[config.mk]
export PLATFORM = sky130hd
export DESIGN_NAME = i2c_slave_regfile
export DESIGN_NICKNAME = d
export VERILOG_FILES = /design/src/rtl/i2c_slv_pkg.sv /design/src/rtl/i2c_slv_line_cond.sv /design/src/rtl/i2c_slave_regfile.sv
export SDC_FILE = /design/constraint.sdc
export NUM_CORES = 1
export LEC_CHECK = 0
export ABC_AREA = 1
export BUFFER_PORTS_ARGS = -buffer_cell sky130_fd_sc_hd__buf_2
export CORE_UTILIZATION = 40
export CTS_CLUSTER_DIAMETER = 100
export DETAILED_ROUTE_END_ITERATION = 10
export GPL_ROUTABILITY_DRIVEN = 0
export PLACE_DENSITY = 0.67
export SLEW_MARGIN = 20
export SYNTH_ARGS = -nofsm -noshare
export SYNTH_HDL_FRONTEND = slang
export SYNTH_SLANG_ARGS = --single-unit
[constraint.sdc]
create_clock -name clk_i -period 8 [get_ports clk_i]
set_input_delay 0.8 -clock clk_i [delete_from_list [all_inputs] [get_ports clk_i]]
set_output_delay 0.8 -clock clk_i [all_outputs]
set_load 0.02 [all_outputs]
[src/rtl/i2c_slv_pkg.sv]
// ---------------------------------------------------------------------------
// i2c_slv_pkg
// Shared types and constants for the I2C slave register file:
//   - i2c_slv_state_e : protocol state of the slave
//   - i2c_evt_t       : START/STOP bus-condition strobes
//   - I2C_WRITE/READ  : R/W bit values in the address byte
//   - I2C_DEFAULT_ADDR: default 7-bit slave address
//   - maj3()          : 3-input majority vote used by the optional filter
// ---------------------------------------------------------------------------
package i2c_slv_pkg;

    localparam logic [6:0] I2C_DEFAULT_ADDR = 7'h22;
    localparam logic       I2C_WRITE        = 1'b0;
    localparam logic       I2C_READ         = 1'b1;

    typedef enum logic [3:0] {
        ST_IDLE     = 4'd0,
        ST_ADDR     = 4'd1,
        ST_ADDR_ACK = 4'd2,
        ST_PTR      = 4'd3,
        ST_PTR_ACK  = 4'd4,
        ST_WR_DATA  = 4'd5,
        ST_WR_ACK   = 4'd6,
        ST_RD_DATA  = 4'd7,
        ST_RD_ACK   = 4'd8,
        ST_IGNORE   = 4'd9
    } i2c_slv_state_e;

    typedef struct packed {
        logic start;
        logic stop;
    } i2c_evt_t;

    function automatic logic maj3(input logic a, input logic b, input logic c);
        return (a & b) | (a & c) | (b & c);
    endfunction

endpackage

[src/rtl/i2c_slv_line_cond.sv]
// ---------------------------------------------------------------------------
// i2c_slv_line_cond
// Conditions the raw SCL/SDA pins: 2-flop synchronizer per line, optional
// 3-sample majority filter (macro I2C_SLV_GLITCH_FILTER_EN), then edge and
// START/STOP detection on the conditioned levels.
// Ports:
//   i_clk, i_rst    system clock, async active-high reset
//   i_scl, i_sda    raw bus lines
//   o_sda           conditioned SDA level (aligned with the SCL strobes)
//   o_scl_rise/fall single-cycle SCL edge strobes
//   o_evt           single-cycle START/STOP strobes
// Strobes are valid 2 cycles after a pin change (4 with the filter), so the
// consuming state machine reacts on the 3rd (5th) clock edge.
// ---------------------------------------------------------------------------
module i2c_slv_line_cond
    import i2c_slv_pkg::*;
(
    input  logic     i_clk,
    input  logic     i_rst,
    input  logic     i_scl,
    input  logic     i_sda,
    output logic     o_sda,
    output logic     o_scl_rise,
    output logic     o_scl_fall,
    output i2c_evt_t o_evt
);

    logic [1:0] r_scl_sync;
    logic [1:0] r_sda_sync;
    logic       w_scl;
    logic       w_sda;
    logic       r_scl_d;
    logic       r_sda_d;

    // Two-flop synchronizers; reset to the idle (released) bus level.
    always_ff @(posedge i_clk or posedge i_rst) begin
        if (i_rst) begin
            r_scl_sync <= 2'b11;
            r_sda_sync <= 2'b11;
        end else begin
            r_scl_sync <= {r_scl_sync[0], i_scl};
            r_sda_sync <= {r_sda_sync[0], i_sda};
        end
    end

`ifdef I2C_SLV_GLITCH_FILTER_EN
    logic [1:0] r_scl_hist;
    logic [1:0] r_sda_hist;
    logic       r_scl_filt;
    logic       r_sda_filt;

    // Majority of three consecutive samples: a one-cycle pulse never wins.
    always_ff @(posedge i_clk or posedge i_rst) begin
        if (i_rst) begin
            r_scl_hist <= 2'b11;
            r_sda_hist <= 2'b11;
            r_scl_filt <= 1'b1;
            r_sda_filt <= 1'b1;
        end else begin
            r_scl_hist <= {r_scl_hist[0], r_scl_sync[1]};
            r_sda_hist <= {r_sda_hist[0], r_sda_sync[1]};
            r_scl_filt <= maj3(r_scl_sync[1], r_scl_hist[0], r_scl_hist[1]);
            r_sda_filt <= maj3(r_sda_sync[1], r_sda_hist[0], r_sda_hist[1]);
        end
    end

    assign w_scl = r_scl_filt;
    assign w_sda = r_sda_filt;
`else
    assign w_scl = r_scl_sync[1];
    assign w_sda = r_sda_sync[1];
`endif

    // Previous conditioned levels for edge detection.
    always_ff @(posedge i_clk or posedge i_rst) begin
        if (i_rst) begin
            r_scl_d <= 1'b1;
            r_sda_d <= 1'b1;
        end else begin
            r_scl_d <= w_scl;
            r_sda_d <= w_sda;
        end
    end

    assign o_sda       = w_sda;
    assign o_scl_rise  = ~r_scl_d & w_scl;
    assign o_scl_fall  = r_scl_d & ~w_scl;
    // SCL must be high on both samples so an SCL edge is never mistaken
    // for a bus condition.
    assign o_evt.start = r_sda_d & ~w_sda & r_scl_d & w_scl;
    assign o_evt.stop  = ~r_sda_d & w_sda & r_scl_d & w_scl;

endmodule

[src/rtl/i2c_slave_regfile.sv]
// ---------------------------------------------------------------------------
// i2c_slave_regfile
// I2C slave answering one 7-bit address, exposing a 2**PTR_WIDTH x byte
// register file with an auto-incrementing pointer. First byte after a write
// address loads the pointer; later bytes are written and reported on
// wr_valid_o. Reads stream mem[ptr] until the master NACKs.
// Ports:
//   clk_i, rst_i   system clock, async active-high reset
//   scl_i, sda_i   bus lines as seen on the wire
//   sda_o          open-drain drive (0 = pull low, 1 = release)
//   busy_o         addressed transfer in progress
//   wr_valid_o     one-cycle pulse per committed byte, with wr_ptr_o/wr_data_o
//   xfer_done_o    one-cycle pulse on STOP ending an addressed transfer
// Build option: define I2C_SLV_GLITCH_FILTER_EN to add the majority filter
// in the line conditioner (event latency 3 -> 5 cycles).
// ---------------------------------------------------------------------------
module i2c_slave_regfile
    import i2c_slv_pkg::*;
#(
    parameter int                    ADDR_WIDTH = 7,
    parameter int                    DATA_WIDTH = 8,
    parameter logic [ADDR_WIDTH-1:0] SLAVE_ADDR = I2C_DEFAULT_ADDR,
    parameter int                    PTR_WIDTH  = 4,
    parameter logic [DATA_WIDTH-1:0] RST_FILL   = 8'h00
) (
    input  logic                  clk_i,
    input  logic                  rst_i,
    input  logic                  scl_i,
    input  logic                  sda_i,
    output logic                  sda_o,
    output logic                  busy_o,
    output logic                  wr_valid_o,
    output logic [PTR_WIDTH-1:0]  wr_ptr_o,
    output logic [DATA_WIDTH-1:0] wr_data_o,
    output logic                  xfer_done_o
);

    localparam int                DEPTH    = 2 ** PTR_WIDTH;
    localparam int                CNT_W    = $clog2(DATA_WIDTH);
    localparam logic [CNT_W-1:0]  LAST_BIT = CNT_W'(DATA_WIDTH - 1);

    generate
        if (ADDR_WIDTH != 7 || DATA_WIDTH != ADDR_WIDTH + 1) begin : g_bad_width
            $error("i2c_slave_regfile: ADDR_WIDTH must be 7 and DATA_WIDTH 8");
        end
    endgenerate

    logic           w_sda;
    logic           w_scl_rise;
    logic           w_scl_fall;
    i2c_evt_t       w_evt;

    i2c_slv_state_e r_state, w_state_nx;
    logic [CNT_W-1:0]      r_cnt,     w_cnt_nx;
    logic [DATA_WIDTH-1:0] r_shift,   w_shift_nx;
    logic [PTR_WIDTH-1:0]  r_ptr,     w_ptr_nx;
    logic                  r_sda,     w_sda_nx;
    logic                  r_busy,    w_busy_nx;
    logic                  r_in_ack,  w_in_ack_nx;
    logic                  r_wr_valid, w_wr_valid_nx;
    logic [PTR_WIDTH-1:0]  r_wr_ptr,  w_wr_ptr_nx;
    logic [DATA_WIDTH-1:0] r_wr_data, w_wr_data_nx;
    logic                  r_xfer_done, w_xfer_done_nx;
    logic                  w_mem_we;
    logic [DATA_WIDTH-1:0] w_rx_byte;
    logic [DATA_WIDTH-1:0] w_tx_byte;
    logic [DATA_WIDTH-1:0] r_mem [DEPTH];

    i2c_slv_line_cond u_line_cond (
        .i_clk      (clk_i),
        .i_rst      (rst_i),
        .i_scl      (scl_i),
        .i_sda      (sda_i),
        .o_sda      (w_sda),
        .o_scl_rise (w_scl_rise),
        .o_scl_fall (w_scl_fall),
        .o_evt      (w_evt)
    );

    // Next-state and output decode; STOP beats START beats SCL edges.
    always_comb begin
        w_state_nx     = r_state;
        w_cnt_nx       = r_cnt;
        w_shift_nx     = r_shift;
        w_ptr_nx       = r_ptr;
        w_sda_nx       = r_sda;
        w_busy_nx      = r_busy;
        w_in_ack_nx    = r_in_ack;
        w_wr_valid_nx  = 1'b0;
        w_wr_ptr_nx    = r_wr_ptr;
        w_wr_data_nx   = r_wr_data;
        w_xfer_done_nx = 1'b0;
        w_mem_we       = 1'b0;
        w_rx_byte      = {r_shift[DATA_WIDTH-2:0], w_sda};
        w_tx_byte      = r_mem[r_ptr];

        if (w_evt.stop) begin
            w_state_nx     = ST_IDLE;
            w_sda_nx       = 1'b1;
            w_in_ack_nx    = 1'b0;
            w_busy_nx      = 1'b0;
            w_xfer_done_nx = r_busy;
        end else if (w_evt.start) begin
            // Also a repeated START: any partial byte is simply dropped.
            w_state_nx  = ST_ADDR;
            w_sda_nx    = 1'b1;
            w_in_ack_nx = 1'b0;
            w_cnt_nx    = '0;
            w_shift_nx  = '0;
        end else begin
            case (r_state)
                ST_ADDR, ST_PTR, ST_WR_DATA: begin
                    if (w_scl_rise) begin
                        w_shift_nx = w_rx_byte;
                        w_cnt_nx   = r_cnt + CNT_W'(1);
                        if (r_cnt == LAST_BIT) begin
                            w_cnt_nx = '0;
                            if (r_state == ST_ADDR) begin
                                w_state_nx = ST_ADDR_ACK;
                            end else if (r_state == ST_PTR) begin
                                w_ptr_nx   = w_rx_byte[PTR_WIDTH-1:0];
                                w_state_nx = ST_PTR_ACK;
                            end else begin
                                w_mem_we      = 1'b1;
                                w_wr_valid_nx = 1'b1;
                                w_wr_ptr_nx   = r_ptr;
                                w_wr_data_nx  = w_rx_byte;
                                w_ptr_nx      = r_ptr + PTR_WIDTH'(1);
                                w_state_nx    = ST_WR_ACK;
                            end
                        end else begin
                            w_state_nx = r_state;
                        end
                    end else begin
                        w_state_nx = r_state;
                    end
                end
                ST_ADDR_ACK: begin
                    // First fall opens the ACK slot, second fall closes it.
                    // r_shift[0] still holds the R/W bit here.
                    if (w_scl_fall) begin
                        if (!r_in_ack) begin
                            if (r_shift[DATA_WIDTH-1:1] == SLAVE_ADDR) begin
                                w_sda_nx    = 1'b0;
                                w_in_ack_nx = 1'b1;
                                w_busy_nx   = 1'b1;
                            end else begin
                                w_state_nx = ST_IGNORE;
                            end
                        end else if (r_shift[0] == I2C_READ) begin
                            w_in_ack_nx = 1'b0;
                            w_shift_nx  = w_tx_byte;
                            w_sda_nx    = w_tx_byte[DATA_WIDTH-1];
                            w_cnt_nx    = '0;
                            w_state_nx  = ST_RD_DATA;
                        end else begin
                            w_in_ack_nx = 1'b0;
                            w_sda_nx    = 1'b1;
                            w_cnt_nx    = '0;
                            w_state_nx  = ST_PTR;
                        end
                    end else begin
                        w_state_nx = r_state;
                    end
                end
                ST_PTR_ACK, ST_WR_ACK: begin
                    if (w_scl_fall) begin
                        if (!r_in_ack) begin
                            w_sda_nx    = 1'b0;
                            w_in_ack_nx = 1'b1;
                        end else begin
                            w_sda_nx    = 1'b1;
                            w_in_ack_nx = 1'b0;
                            w_cnt_nx    = '0;
                            w_state_nx  = ST_WR_DATA;
                        end
                    end else begin
                        w_state_nx = r_state;
                    end
                end
                ST_RD_DATA: begin
                    // Each fall ends the bit just sampled by the master.
                    if (w_scl_fall) begin
                        if (r_cnt == LAST_BIT) begin
                            w_sda_nx    = 1'b1;
                            w_in_ack_nx = 1'b0;
                            w_ptr_nx    = r_ptr + PTR_WIDTH'(1);
                            w_state_nx  = ST_RD_ACK;
                        end else begin
                            w_shift_nx = {r_shift[DATA_WIDTH-2:0], 1'b0};
                            w_sda_nx   = r_shift[DATA_WIDTH-2];
                            w_cnt_nx   = r_cnt + CNT_W'(1);
                        end
                    end else begin
                        w_state_nx = r_state;
                    end
                end
                ST_RD_ACK: begin
                    // r_in_ack remembers a master ACK until the next fall.
                    if (w_scl_rise) begin
                        if (w_sda == I2C_WRITE) begin
                            w_in_ack_nx = 1'b1;
                        end else begin
                            w_busy_nx  = 1'b0;
                            w_state_nx = ST_IGNORE;
                        end
                    end else if (w_scl_fall && r_in_ack) begin
                        w_in_ack_nx = 1'b0;
                        w_shift_nx  = w_tx_byte;
                        w_sda_nx    = w_tx_byte[DATA_WIDTH-1];
                        w_cnt_nx    = '0;
                        w_state_nx  = ST_RD_DATA;
                    end else begin
                        w_state_nx = r_state;
                    end
                end
                ST_IDLE, ST_IGNORE: begin
                    w_sda_nx = 1'b1;
                end
                default: begin
                    w_state_nx = ST_IDLE;
                    w_sda_nx   = 1'b1;
                end
            endcase
        end
    end

    // Protocol state and registered outputs.
    always_ff @(posedge clk_i or posedge rst_i) begin
        if (rst_i) begin
            r_state     <= ST_IDLE;
            r_cnt       <= '0;
            r_shift     <= '0;
            r_ptr       <= '0;
            r_sda       <= 1'b1;
            r_busy      <= 1'b0;
            r_in_ack    <= 1'b0;
            r_wr_valid  <= 1'b0;
            r_wr_ptr    <= '0;
            r_wr_data   <= '0;
            r_xfer_done <= 1'b0;
        end else begin
            r_state     <= w_state_nx;
            r_cnt       <= w_cnt_nx;
            r_shift     <= w_shift_nx;
            r_ptr       <= w_ptr_nx;
            r_sda       <= w_sda_nx;
            r_busy      <= w_busy_nx;
            r_in_ack    <= w_in_ack_nx;
            r_wr_valid  <= w_wr_valid_nx;
            r_wr_ptr    <= w_wr_ptr_nx;
            r_wr_data   <= w_wr_data_nx;
            r_xfer_done <= w_xfer_done_nx;
        end
    end

    // Register file storage.
    always_ff @(posedge clk_i or posedge rst_i) begin
        if (rst_i) begin
            for (int i = 0; i < DEPTH; i++) begin
                r_mem[i] <= RST_FILL;
            end
        end else if (w_mem_we) begin
            r_mem[r_ptr] <= w_rx_byte;
        end
    end

    assign sda_o       = r_sda;
    assign busy_o      = r_busy;
    assign wr_valid_o  = r_wr_valid;
    assign wr_ptr_o    = r_wr_ptr;
    assign wr_data_o   = r_wr_data;
    assign xfer_done_o = r_xfer_done;

endmodule

==> results of run 1 <==
==> through the flow <==
stage / std cells / utilization / cell area [um^2] / power [mW] / worst slack, ns
after floorplan: 1062 / - / 8662 / 1.589 / 2.608
after global placement: 1307 / 0.4163 / 8806 / 1.840 / 4.706
after detailed placement: 1307 / 0.4164 / 8808 / 1.845 / 4.644
after CTS: 1339 / 0.4449 / 9412 / 2.707 / 4.639
after global routing: 1339 / 0.4450 / 9414 / 2.852 / 4.343
final: 1339 / 0.4450 / 9414 / 2.698 / 4.613
==> logic make-up (layout without fill, tap and decap cells) <==
| logic type | count (synthesis) | in the layout | synth area share |
|---|---|---|---|
| AO/OA/AOI/OAI | 260 | 260 | 0.1742 |
| buffers and inverters | 118 | 120 | 0.06832 |
| XOR/XNOR | 1 | 1 | 0.001011 |
| AND/OR/NAND/NOR | 507 | 507 | 0.2557 |
| adder cells (fa/ha/maj) | 6 | 6 | 0.008667 |
| flip-flops | 170 | 170 | 0.4921 |
==> registers in the layout, indices dropped and copies added, names as in the netlist <==
register,cells
r_mem,128
r_shift,8
wr_data_o,8
r_ptr,4
r_state,4
wr_ptr_o,4
r_cnt,3
u_line_cond.r_scl_sync,2
u_line_cond.r_sda_sync,2
busy_o,1
r_in_ack,1
sda_o,1
u_line_cond.r_scl_d,1
u_line_cond.r_sda_d,1
wr_valid_o,1
xfer_done_o,1
==> report_power, final <==
part	internal [mW]	switching (mW)	leakage, nW
clock network	0.507	0.347	0.293
registers	0.905	0.0471	2.34
logic	0.227	0.664	2.05
==> cells in the mapped netlist, types with 2 or more instances <==
cell | n | share of area
sky130_fd_sc_hd__a21oi_1 | 5 | 0.0029
sky130_fd_sc_hd__buf_1 | 5 | 0.0022
sky130_fd_sc_hd__buf_2 | 10 | 0.0058
sky130_fd_sc_hd__buf_6 | 17 | 0.022
sky130_fd_sc_hd__clkbuf_1 | 23 | 0.010
sky130_fd_sc_hd__dfrtp_1 | 163 | 0.47
sky130_fd_sc_hd__dfstp_2 | 7 | 0.021
sky130_fd_sc_hd__ha_1 | 6 | 0.0087
sky130_fd_sc_hd__inv_1 | 56 | 0.024
sky130_fd_sc_hd__inv_2 | 4 | 0.0017
sky130_fd_sc_hd__nand2_1 | 316 | 0.14
sky130_fd_sc_hd__nand2_4 | 18 | 0.023
sky130_fd_sc_hd__nand3_1 | 26 | 0.015
sky130_fd_sc_hd__nand3_2 | 3 | 0.0035
sky130_fd_sc_hd__nand4_1 | 4 | 0.0029
sky130_fd_sc_hd__nor2_1 | 126 | 0.055
sky130_fd_sc_hd__nor2_2 | 2 | 0.0014
sky130_fd_sc_hd__nor2_8 | 5 | 0.012
sky130_fd_sc_hd__nor3_1 | 4 | 0.0023
sky130_fd_sc_hd__o211ai_1 | 3 | 0.0026
sky130_fd_sc_hd__o21ai_0 | 117 | 0.068
sky130_fd_sc_hd__o21ai_1 | 81 | 0.047
sky130_fd_sc_hd__o21ai_2 | 49 | 0.050
==> layer usage <==
metal | GRT usage | wire, um | part of all wire
met1 | 0.2813 | 10090 | 0.47
met2 | 0.3288 | 9955 | 0.46
met3 | 0.04220 | 1107 | 0.051
met4 | 0.05867 | 377 | 0.018
met5 | 0 | 0 | 0
==> area by class of cell <==
cell class              count  area [um^2]
clock buffers              21        460.4
clock inverters            11        142.6
fillers                  2066        11740
inverters                  62        245.2
multi-input cells         774         3810
flip-flops and latches    170         4264
well taps                 275        344.1
repair buffers             26        147.6
==> how the worst max path moves through the flow <==
stage,from,to,slack (ns),cells after the start
CTS,u_line_cond.r_sda_sync[1],r_mem[15],4.64,10
floorplan,rst_i,busy_o,2.61,1
detailed placement,u_line_cond.r_sda_sync[1],r_mem[15],4.64,10
global placement,u_line_cond.r_sda_sync[1],r_mem[54],4.71,10
global route,u_line_cond.r_sda_sync[1],r_mem[50],4.34,10
finish,u_line_cond.r_sda_sync[1],r_mem[60],4.61,10
==> impl_metrics.sql, run 1 <==
INSERT INTO impl_metrics (metric_group, metric, value, unit) VALUES
('clock_network', 'tritoncts_clock_tree', 'yes', ''),
('clock_network', 'clock_sink_count', '170', ''),
('detailed_routing', 'final_antenna_net_count', '0', ''),
('yosys', 'synth.lib_cells_used.distinct', '35', ''),
('power', 'worst_ir_drop_vdd', '0.1342', 'mV'),
('sta', 'fmax', '295.3', 'MHz'),
('clock_network', 'worstSkewPairLatency', '0.43', 'ns'),
('worst_hold_path', 'whs_path_depth', '0', ''),
('detailed_routing', 'pre_repair_dr_iteration_count', '7', ''),
('detailed_routing', 'route.detailed.vias_per_inst', '5.202', ''),
('placement', 'port_buffers', '19', ''),
('global_routing', 'grt_start_max_net_pins', '111', ''),
('sta', 'timing.final.max_slew_violations', '0', ''),
('worst_hold_path', 'min-delay-path-class', 'reg2reg', ''),
('floorplanning', 'chipWidth', '149.2', 'um'),
('yosys', 'ys_async_sr_fraction', '1.000', ''),
('worst_setup_path', 'critical_path.most_common_cell', 'sky130_fd_sc_hd__nand2_1', ''),
('clock_network', 'post_cts_hold_buffer_count', '0', ''),
('placement', 'dp_hpwl', '13.27', 'mm'),
('worst_setup_path', 'crit_type', 'reg2reg', ''),
('yosys', 'syn-mean-instance-area', '8.156', 'um^2'),
('run', 'maxCapViolations', '0', ''),
('worst_setup_path', 'critPathArrivalTime', '3.65', 'ns'),
('sta', 'maxSlewHeadroom', '0.2926', ''),
('worst_setup_path', 'crit_path_max_incr_delay', '0.64', 'ns'),
('finish', 'fin_nets', '1061', ''),
('detailed_routing', 'num_vias', '6965', ''),
('yosys', 'ys_ff_latch', '170', ''),
('yosys', 'syn-cell-area', '8662', 'um^2'),
('sta', 'final_hold_viol_count', '0', ''),
('yosys', 'synthesis.yosys.warnings', '0', ''),
('floorplanning', 'dieArea', '22250', 'um^2'),
('run_status', 'run_status', 'complete, no violations', ''),
('worst_setup_path', 'timing.critical_path.max_delay_family', 'simple AND/OR/NAND/NOR gates', ''),
('worst_setup_path', 'critical_path.reg2reg.startpoint', 'u_line_cond.r_sda_sync[1]', ''),
('detailed_routing', 'dr.first_iter.drc_count', '649', ''),
('global_routing', 'grt_overflow_total', '0', ''),
('worst_setup_path', 'reg2regPathDepth', '10', ''),
('finish', 'most-common-layout-cells', '316 x sky130_fd_sc_hd__nand2_1, 162 x sky130_fd_sc_hd__dfrtp_1, 125 x sky130_fd_sc_hd__nor2_1', ''),
('detailed_routing', 'route.final.wire_length', '21.53', 'mm'),
('finish', 'post_route_cells_drive_above_1_share', '0.1419', ''),
('floorplanning', 'core.rowCount', '53', ''),
('worst_setup_path', 'worstSetupEndpointType', 'flip-flop', ''),
('floorplanning', 'initial_core_util', '0.4095', ''),
('worst_setup_path', 'required_time_of_the_worst_setup_path', '8.27', 'ns'),
('sta', 'setup_viol', '0', ''),
('global_routing', 'grt_util_all_layers', '0.2057', ''),
('sta', 'timing.setup.tns', '0', 'ns'),
('finish', 'area.growth.synth_to_final', '8.681', '%'),
('worst_setup_path', 'crit_path_start_kind', 'flip-flop', ''),
('yosys', 'netlist_instances', '1062', ''),
('worst_setup_path', 'critPathBufInv', '2', ''),
('clock_network', 'cts_max_path_buffers', '2', ''),
('yosys', 'ys_dominant_reg_cell', 'sky130_fd_sc_hd__dfrtp_1', ''),
('worst_setup_path', 'critical_path.cell_chain', 'inv_1 > nor2_1 > nand2_1 > nand2_1 > inv_2 > nand3_2 > nor2_8 > nand2_4 > nand2_1 > o21ai_1', ''),
('worst_setup_path', 'setup.reg_to_reg.worst_slack', '4.61', 'ns'),
('clock_network', 'number_of_clock_buffers_inserted_by_tritoncts', '17', ''),
('sta', 'rsz_0062_raised_after_global_routing', 'no', ''),
('detailed_routing', 'wl_per_cell', '16.08', 'um'),
('global_routing', 'antenna_violations_before_repair', '0', ''),
('finish', 'insertedDiodeCount', '0', ''),
('global_routing', 'grt_pass1_vias', '6688', ''),
('sta', 'period_minus_slack', '3.387', 'ns'),
('detailed_routing', 'post-route-drc-count', '0', ''),
('worst_setup_path', 'cpMaxStageDelayCell', 'sky130_fd_sc_hd__nand3_2', ''),
('worst_hold_path', 'hold_start', 'u_line_cond.r_scl_sync[0]', ''),
('sta', 'worst_slew_pin_slew', '1.060', 'ns'),
('yosys', 'synth.net_count', '1072', ''),
('clock_network', 'cts-htree-levels', '4', ''),
('floorplanning', 'core', '21150', 'um^2'),
('yosys', 'sequential_fraction_of_the_synthesis_area', '0.4921', '');
Power figures use the tool's default switching activity.
==> run 2, diff against run 1 <==
Clock period 8 ns to 3.3 ns, I/O delays scaled along.
==> run 2 against run 1 <==
  * Worst setup slack worse by 3.9 ns
  * Clock power grew to 2.6 times the previous value
  * Critical endpoint is now r_mem[13]
  * Via count is 1.6% higher
  * Count of clock-buffer cells in the layout is 2 lower
  * Sequential share of layout area is 0.91 points lower
  * Highest routed layer unchanged
  * First-iteration DRC count is 18% higher
  * Combinational power grew to 2.5 times the previous value
  * Largest power group unchanged
  * Largest cell class unchanged
  * Die area stayed put
==> impl_metrics.sql, run 2 (synthesized netlist as in run 1, its figures left out) <==
INSERT INTO impl_metrics (metric_group, metric, value, unit) VALUES
('sta', 'rsz_0062_raised_after_global_routing', 'no', ''),
('power', 'leakage_power', '4.777', 'nW'),
('detailed_routing', 'final_antenna_net_count', '0', ''),
('clock_network', 'cts-htree-levels', '4', ''),
('detailed_routing', 'pre_repair_dr_iteration_count', '5', ''),
('finish', 'final_instance_count_excl_fillers', '1354', ''),
('placement', 'detailed_place.area', '8920', 'um^2'),
('floorplanning', 'chipWidth', '149.2', 'um'),
('global_routing', 'grt_start_max_net_pins', '70', ''),
('worst_setup_path', 'critical_path.most_common_cell', 'sky130_fd_sc_hd__nand2_1', ''),
('detailed_routing', 'wl_per_cell', '15.87', 'um'),
('detailed_routing', 'route.final.wire_length', '21.49', 'mm'),
('placement', 'dpl.cell_count', '1319', ''),
('sta', 'setup_viol', '0', ''),
('finish', 'largest-register', 'r_mem', ''),
('worst_setup_path', 'critPathBufInv', '3', ''),
('floorplanning', 'core.rowCount', '53', ''),
('floorplanning', 'dieArea', '22250', 'um^2'),
('floorplanning', 'die-height', '149.2', 'um'),
('clock_network', 'post_cts.resized_instances', '0', ''),
('finish', 'layout_commonest_cell', 'sky130_fd_sc_hd__nand2_1', ''),
('detailed_routing', 'route.detailed.vias_per_inst', '5.226', ''),
('detailed_routing', 'dr.first_iter.drc_count', '766', ''),
('floorplanning', 'core', '21150', 'um^2'),
('worst_setup_path', 'critical_path.reg2reg.startpoint', 'u_line_cond.r_sda_sync[1]', ''),
('floorplanning', 'top_level_ports', '20', ''),
('clock_network', 'cts_max_path_buffers', '2', ''),
('worst_setup_path', 'critPathArrivalTime', '2.91', 'ns'),
('clock_network', 'post_cts_hold_buffer_count', '3', ''),
('worst_setup_path', 'crit_path_start_kind', 'flip-flop', ''),
('clock_network', 'clk_pin_slew_worst_paths', '0.06', 'ns'),
('worst_setup_path', 'critical_path.cell_chain', 'inv_1 > buf_4 > nor2_1 > nand2_1 > nand2_1 > inv_2 > nand3_2 > nor2_8 > nand2_4 > nand2_1 > o21ai_2', ''),
('sta', 'period_minus_slack', '2.628', 'ns'),
('sta', 'timing.final.max_slew_violations', '0', ''),
('run_status', 'run_status', 'complete, no violations', ''),
('worst_hold_path', 'min-delay-path-class', 'reg2reg', ''),
('clock_network', 'tritoncts_clock_tree', 'yes', ''),
('run', 'maxCapViolations', '0', ''),
('global_routing', 'antenna_violations_before_repair', '0', ''),
('worst_setup_path', 'worstSetupEndpointType', 'flip-flop', ''),
('worst_setup_path', 'crit_type', 'reg2reg', ''),
('sta', 'finalCritPeriodShare', '0.7963', ''),
('detailed_routing', 'post-route-drc-count', '0', ''),
('detailed_routing', 'num_vias', '7076', ''),
('sta', 'maxSlewHeadroom', '0.3689', ''),
('clock_network', 'number_of_clock_buffers_inserted_by_tritoncts', '17', ''),
('power', 'finalPower', '6.769', 'mW'),
('finish', 'fin_nets', '1076', ''),
('sta', 'timing.setup.tns', '0', 'ns'),
('worst_setup_path', 'launching_element_of_the_worst_setup_path', 'u_line_cond.r_sda_sync[1]', ''),
('clock_network', 'clock_sink_count', '170', ''),
('finish', 'largest_register_ffs', '128', ''),
('power', 'worst_ir_drop_vdd', '0.4008', 'mV'),
('finish', 'fin_area', '9607', 'um^2'),
('worst_setup_path', 'worstPathMaxFanout', '20', ''),
('worst_setup_path', 'crit_path_max_incr_delay', '0.40', 'ns'),
('worst_setup_path', 'cpMaxStageDelayCell', 'sky130_fd_sc_hd__dfstp_2', ''),
('clock_network', 'cts.repair_timing.setup_buffer_count', '0', ''),
('finish', 'most-common-layout-cells', '316 x sky130_fd_sc_hd__nand2_1, 162 x sky130_fd_sc_hd__dfrtp_1, 126 x sky130_fd_sc_hd__nor2_1', ''),
('placement', 'dp_hpwl', '13.64', 'mm'),
('clock_network', 'worstSkewPairLatency', '0.43', 'ns'),
('worst_setup_path', 'timing.critical_path.max_delay_family', 'simple AND/OR/NAND/NOR gates', ''),
('sta', 'worst_slew_pin_slew', '0.9457', 'ns'),
('sta', 'fmax', '380.5', 'MHz'),
('sta', 'final_hold_viol_count', '0', ''),
('global_routing', 'grt_pass1_vias', '6538', ''),
('floorplanning', 'initial_core_util', '0.4095', ''),
('global_routing', 'grt_first_pass_wirelength', '34.87', 'mm'),
('finish', 'area.growth.synth_to_final', '10.91', '%'),
('placement', 'port_buffers', '19', ''),
('power', 'power_density_over_cell_area', '704.6', 'nW/um^2'),
('worst_hold_path', 'hold_start', 'u_line_cond.r_scl_sync[0]', ''),
('global_routing', 'grt_util_all_layers', '0.2044', ''),
('finish', 'fillCellCount', '2059', ''),
('global_routing', 'grt_overflow_total', '0', ''),
('finish', 'insertedDiodeCount', '0', ''),
('finish', 'post_route_cells_drive_above_1_share', '0.1511', ''),
('clock_network', 'cts_root_buffer', 'sky130_fd_sc_hd__clkbuf_16', ''),
('worst_setup_path', 'required_time_of_the_worst_setup_path', '3.59', 'ns'),
('sta', 'finalClockSkew', '0.01302', 'ns');
[run 2: changes by cell type in the layout (fill, tap and decap cells not counted), moves of 2 or more]
cell | previous run | this run
sky130_fd_sc_hd__buf_4 | 7 | 17
sky130_fd_sc_hd__clkinv_2 | 4 | 2
sky130_fd_sc_hd__dlygate4sd3_1 | 0 | 3
sky130_fd_sc_hd__bufinv_16 | 3 | 5
sky130_fd_sc_hd__buf_12 | 0 | 2
sky130_fd_sc_hd__inv_6 | 1 | 3
[run 2: cell type report]
class / count / area [um^2] / area share
clock buffers: 19 / 442.9 / 0.04611
repair buffers: 41 / 292.8 / 0.03048
well taps: 275 / 344.1 / 0.03582
inverters: 62 / 241.5 / 0.02514
multi-input cells: 774 / 3807 / 0.3963
flip-flops and latches: 170 / 4264 / 0.4439
clock inverters: 13 / 214.0 / 0.02227
[run 2: layer usage]
metal  track usage  wire length [um]  up-vias
met3       0.04312              1163       40
met1        0.2861             10090     3387
li1              -                 -     3448
met4       0.07296               490        0
met5             0                 0        -
met2        0.3116              9743      201
[run 2: worst paths after layout]
check	depth (start not counted)	to	slack, ns
max	11	r_mem[13]	0.67
min	0	u_line_cond.r_scl_sync[1]	0.36
max reg2reg	11	r_mem[13]	0.67
min reg2reg	0	u_line_cond.r_scl_sync[1]	0.36
max in group asynchronous	4	r_mem[79]	2.03
min in group asynchronous	3	r_mem[10]	0.45
[run 2: through the flow]
stage                     hold WS [ns]  utilization  setup WS, ns
after detailed placement        0.3488       0.4217        0.6895
after CTS                       0.3575       0.4541        0.6732
after floorplan                 0.3345            -        0.8070
after global placement          0.3464       0.4217        0.7161
final                           0.3559       0.4541        0.6721
after global routing            0.3618       0.4541        0.4918
[run 2: power breakdown]
part	leakage [nW]	internal, mW	switching [mW]
sequential	2.34	2.19	0.110
clock	0.320	1.38	0.859
combinational	2.12	0.600	1.63
total	4.78	4.17	2.60
==> run 3, diff against run 2 <==
Settings changed: PLACE_DENSITY 0.67 to 0.69.
Clock period 3.3 ns to 2.1 ns, I/O delays scaled along.
==> run 3 against run 2 <==
  * Critical path type unchanged
  * Register-to-register slack worse by 0.57 ns
  * Clock power is 48% higher
  * First-iteration DRC count is 29% lower
  * Flip-flop and latch count stayed put
  * Design area is 2.0% higher
  * Die area stayed put
  * Largest cell class unchanged
  * Non-clock buffer count is 14 higher
  * Sequential share of layout area is 0.84 points lower
  * Core utilization is 0.89 points higher
  * Worst setup slack worse by 0.57 ns
==> impl_metrics.sql, run 3 (synthesized netlist as in run 1, its figures left out) <==
INSERT INTO impl_metrics (metric_group, metric, value, unit) VALUES
('worst_setup_path', 'crit_path_start_kind', 'flip-flop', ''),
('detailed_routing', 'dr.first_iter.drc_count', '545', ''),
('worst_setup_path', 'worstSetupEndpointType', 'flip-flop', ''),
('finish', 'multi_input_comb_area', '3845', 'um^2'),
('worst_hold_path', 'min-delay-path-class', 'reg2reg', ''),
('run', 'maxCapViolations', '0', ''),
('placement', 'detailed_place.area', '9112', 'um^2'),
('finish', 'post_route_cells_drive_above_1_share', '0.1656', ''),
('sta', 'finalCritPeriodShare', '0.9526', ''),
('detailed_routing', 'final_antenna_net_count', '0', ''),
('sta', 'finalClockSkew', '0.01234', 'ns'),
('finish', 'fin_area', '9794', 'um^2'),
('global_routing', 'grt_util_all_layers', '0.2053', ''),
('sta', 'timing.setup.tns', '0', 'ns'),
('floorplanning', 'core.rowCount', '53', ''),
('floorplanning', 'initial_core_util', '0.4095', ''),
('finish', 'fillCellCount', '2027', ''),
('detailed_routing', 'post-route-drc-count', '0', ''),
('global_routing', 'antenna_violations_before_repair', '0', ''),
('power', 'finalPower', '10.59', 'mW'),
('placement', 'dp_hpwl', '13.88', 'mm'),
('floorplanning', 'dieArea', '22250', 'um^2'),
('run_status', 'run_status', 'complete, no violations', ''),
('detailed_routing', 'pre_repair_dr_iteration_count', '5', ''),
('worst_setup_path', 'crit_type', 'reg2reg', ''),
('placement', 'port_buffers', '19', ''),
('clock_network', 'cts-htree-levels', '4', ''),
('global_routing', 'grt_overflow_total', '0', ''),
('sta', 'timing.final.max_slew_violations', '0', ''),
('floorplanning', 'core', '21150', 'um^2'),
('sta', 'final_hold_viol_count', '0', ''),
('sta', 'worst_slew_pin_slew', '0.7615', 'ns'),
('global_routing', 'grt_start_max_net_pins', '46', ''),
('floorplanning', 'top_level_ports', '20', ''),
('sta', 'period_minus_slack', '2.000', 'ns'),
('floorplanning', 'chipWidth', '149.2', 'um'),
('sta', 'post-route-worst-setup-slack', '0.09964', 'ns'),
('detailed_routing', 'route.final.wire_length', '21.46', 'mm'),
('power', 'worst_ir_drop_vdd', '0.4579', 'mV'),
('clock_network', 'cts_root_buffer', 'sky130_fd_sc_hd__clkbuf_16', ''),
('power', 'power_density_over_cell_area', '1081', 'nW/um^2'),
('clock_network', 'clk_pin_slew_worst_paths', '0.07', 'ns'),
('sta', 'maxSlewHeadroom', '0.4913', ''),
('worst_setup_path', 'critPathArrivalTime', '2.31', 'ns'),
('clock_network', 'clock_sink_count', '170', ''),
('detailed_routing', 'wl_per_cell', '15.69', 'um'),
('power', 'leakage_power', '4.823', 'nW'),
('sta', 'fmax', '499.9', 'MHz'),
('detailed_routing', 'num_vias', '7023', ''),
('finish', 'insertedDiodeCount', '0', ''),
('worst_setup_path', 'worstPathMaxFanout', '29', ''),
('clock_network', 'cts_max_path_buffers', '2', ''),
('finish', 'layout_commonest_cell', 'sky130_fd_sc_hd__nand2_1', ''),
('floorplanning', 'die-height', '149.2', 'um'),
('clock_network', 'tritoncts_clock_tree', 'yes', ''),
('clock_network', 'number_of_clock_buffers_inserted_by_tritoncts', '17', ''),
('global_routing', 'grt_first_pass_wirelength', '35.09', 'mm'),
('sta', 'setup_viol', '0', ''),
('finish', 'regArea', '4265', 'um^2'),
('sta', 'rsz_0062_raised_after_global_routing', 'yes', ''),
('global_routing', 'grt_pass1_vias', '6611', ''),
('finish', 'largest_register_ffs', '128', ''),
('finish', 'most-common-layout-cells', '315 x sky130_fd_sc_hd__nand2_1, 161 x sky130_fd_sc_hd__dfrtp_1, 124 x sky130_fd_sc_hd__nor2_1', ''),
('detailed_routing', 'route.detailed.vias_per_inst', '5.134', ''),
('finish', 'area.growth.synth_to_final', '13.07', '%'),
('clock_network', 'worstSkewPairLatency', '0.44', 'ns'),
('finish', 'fin_nets', '1090', ''),
('placement', 'dp_worst_setup_slack', '0.1272', 'ns'),
('finish', 'largest-register', 'r_mem', ''),
('worst_setup_path', 'required_time_of_the_worst_setup_path', '2.41', 'ns');
## run 3: changes by cell type in the layout (fill, tap and decap cells not counted), moves of 2 or more
cell	delta
sky130_fd_sc_hd__buf_12	+7
sky130_fd_sc_hd__buf_4	+7
sky130_fd_sc_hd__bufinv_16	-2
sky130_fd_sc_hd__clkinv_4	+2
sky130_fd_sc_hd__inv_6	+2
sky130_fd_sc_hd__nand2_4	-2
sky130_fd_sc_hd__nand2_8	+2
sky130_fd_sc_hd__nor2_1	-2
sky130_fd_sc_hd__o21ai_0	-3
sky130_fd_sc_hd__o21ai_1	+3
## run 3: power breakdown
part,internal [mW],switching (mW)
combinational,1.10,2.56
sequential,3.45,0.181
clock,1.90,1.39
## run 3: worst max-delay path: stages, from the launching register on
cell,delay (ns)
sky130_fd_sc_hd__dfrtp_1,0.37
sky130_fd_sc_hd__ha_1,0.16
sky130_fd_sc_hd__ha_1,0.17
sky130_fd_sc_hd__inv_1,0.07
sky130_fd_sc_hd__a211oi_2,0.22
sky130_fd_sc_hd__nand3_2,0.11
sky130_fd_sc_hd__buf_12,0.19
sky130_fd_sc_hd__nor2_8,0.20
sky130_fd_sc_hd__nand2_4,0.18
sky130_fd_sc_hd__nand2_1,0.12
sky130_fd_sc_hd__o21ai_2,0.06
## run 3: worst paths after layout
path | start | end | slack (ns) | cells after the start
max reg2reg | r_cnt[0] | r_mem[66] | 0.1 | 10
min in group asynchronous | rst_i | r_mem[28] | 0.45 | 3
max in group asynchronous | rst_i | u_line_cond.r_scl_sync[0] | 0.98 | 4
min | u_line_cond.r_scl_sync[0] | u_line_cond.r_scl_sync[1] | 0.36 | 0
min reg2reg | u_line_cond.r_scl_sync[0] | u_line_cond.r_scl_sync[1] | 0.36 | 0
max | r_cnt[0] | r_mem[66] | 0.1 | 10
## run 3: layout make-up
class | instances | share of cell area
sequential | 170 | 0.4355
timing repair buffer | 55 | 0.04957
clock inverter | 14 | 0.01878
inverter | 62 | 0.02466
clock buffer | 18 | 0.04382
tap | 275 | 0.03513
multi-input combinational | 774 | 0.3926
## run 3: metal layers
layer	global-route usage	wire, um
met2	0.3147	9886
met5	0	0
met1	0.2847	9991
met3	0.04281	1102
met4	0.07755	478
## run 3: through the flow
| stage | utilization | std cells | hold WS, ns |
|---|---|---|---|
| 2_1_floorplan | - | 1062 | 0.2145 |
| 3_5_place_dp | 0.4308 | 1333 | 0.3210 |
| 3_3_place_gp | 0.4308 | 1333 | 0.3163 |
| 5_1_grt | 0.4630 | 1368 | 0.3646 |
| 6_report | 0.4630 | 1368 | 0.3563 |
| 4_1_cts | 0.4612 | 1368 | 0.3581 |
## run 3: timing repair
action	in CTS	in global routing
setup endpoints to repair	0	16
setup buffers	0	0
hold buffers	3	0
hold endpoints to repair	22	0
resized for setup	0	11
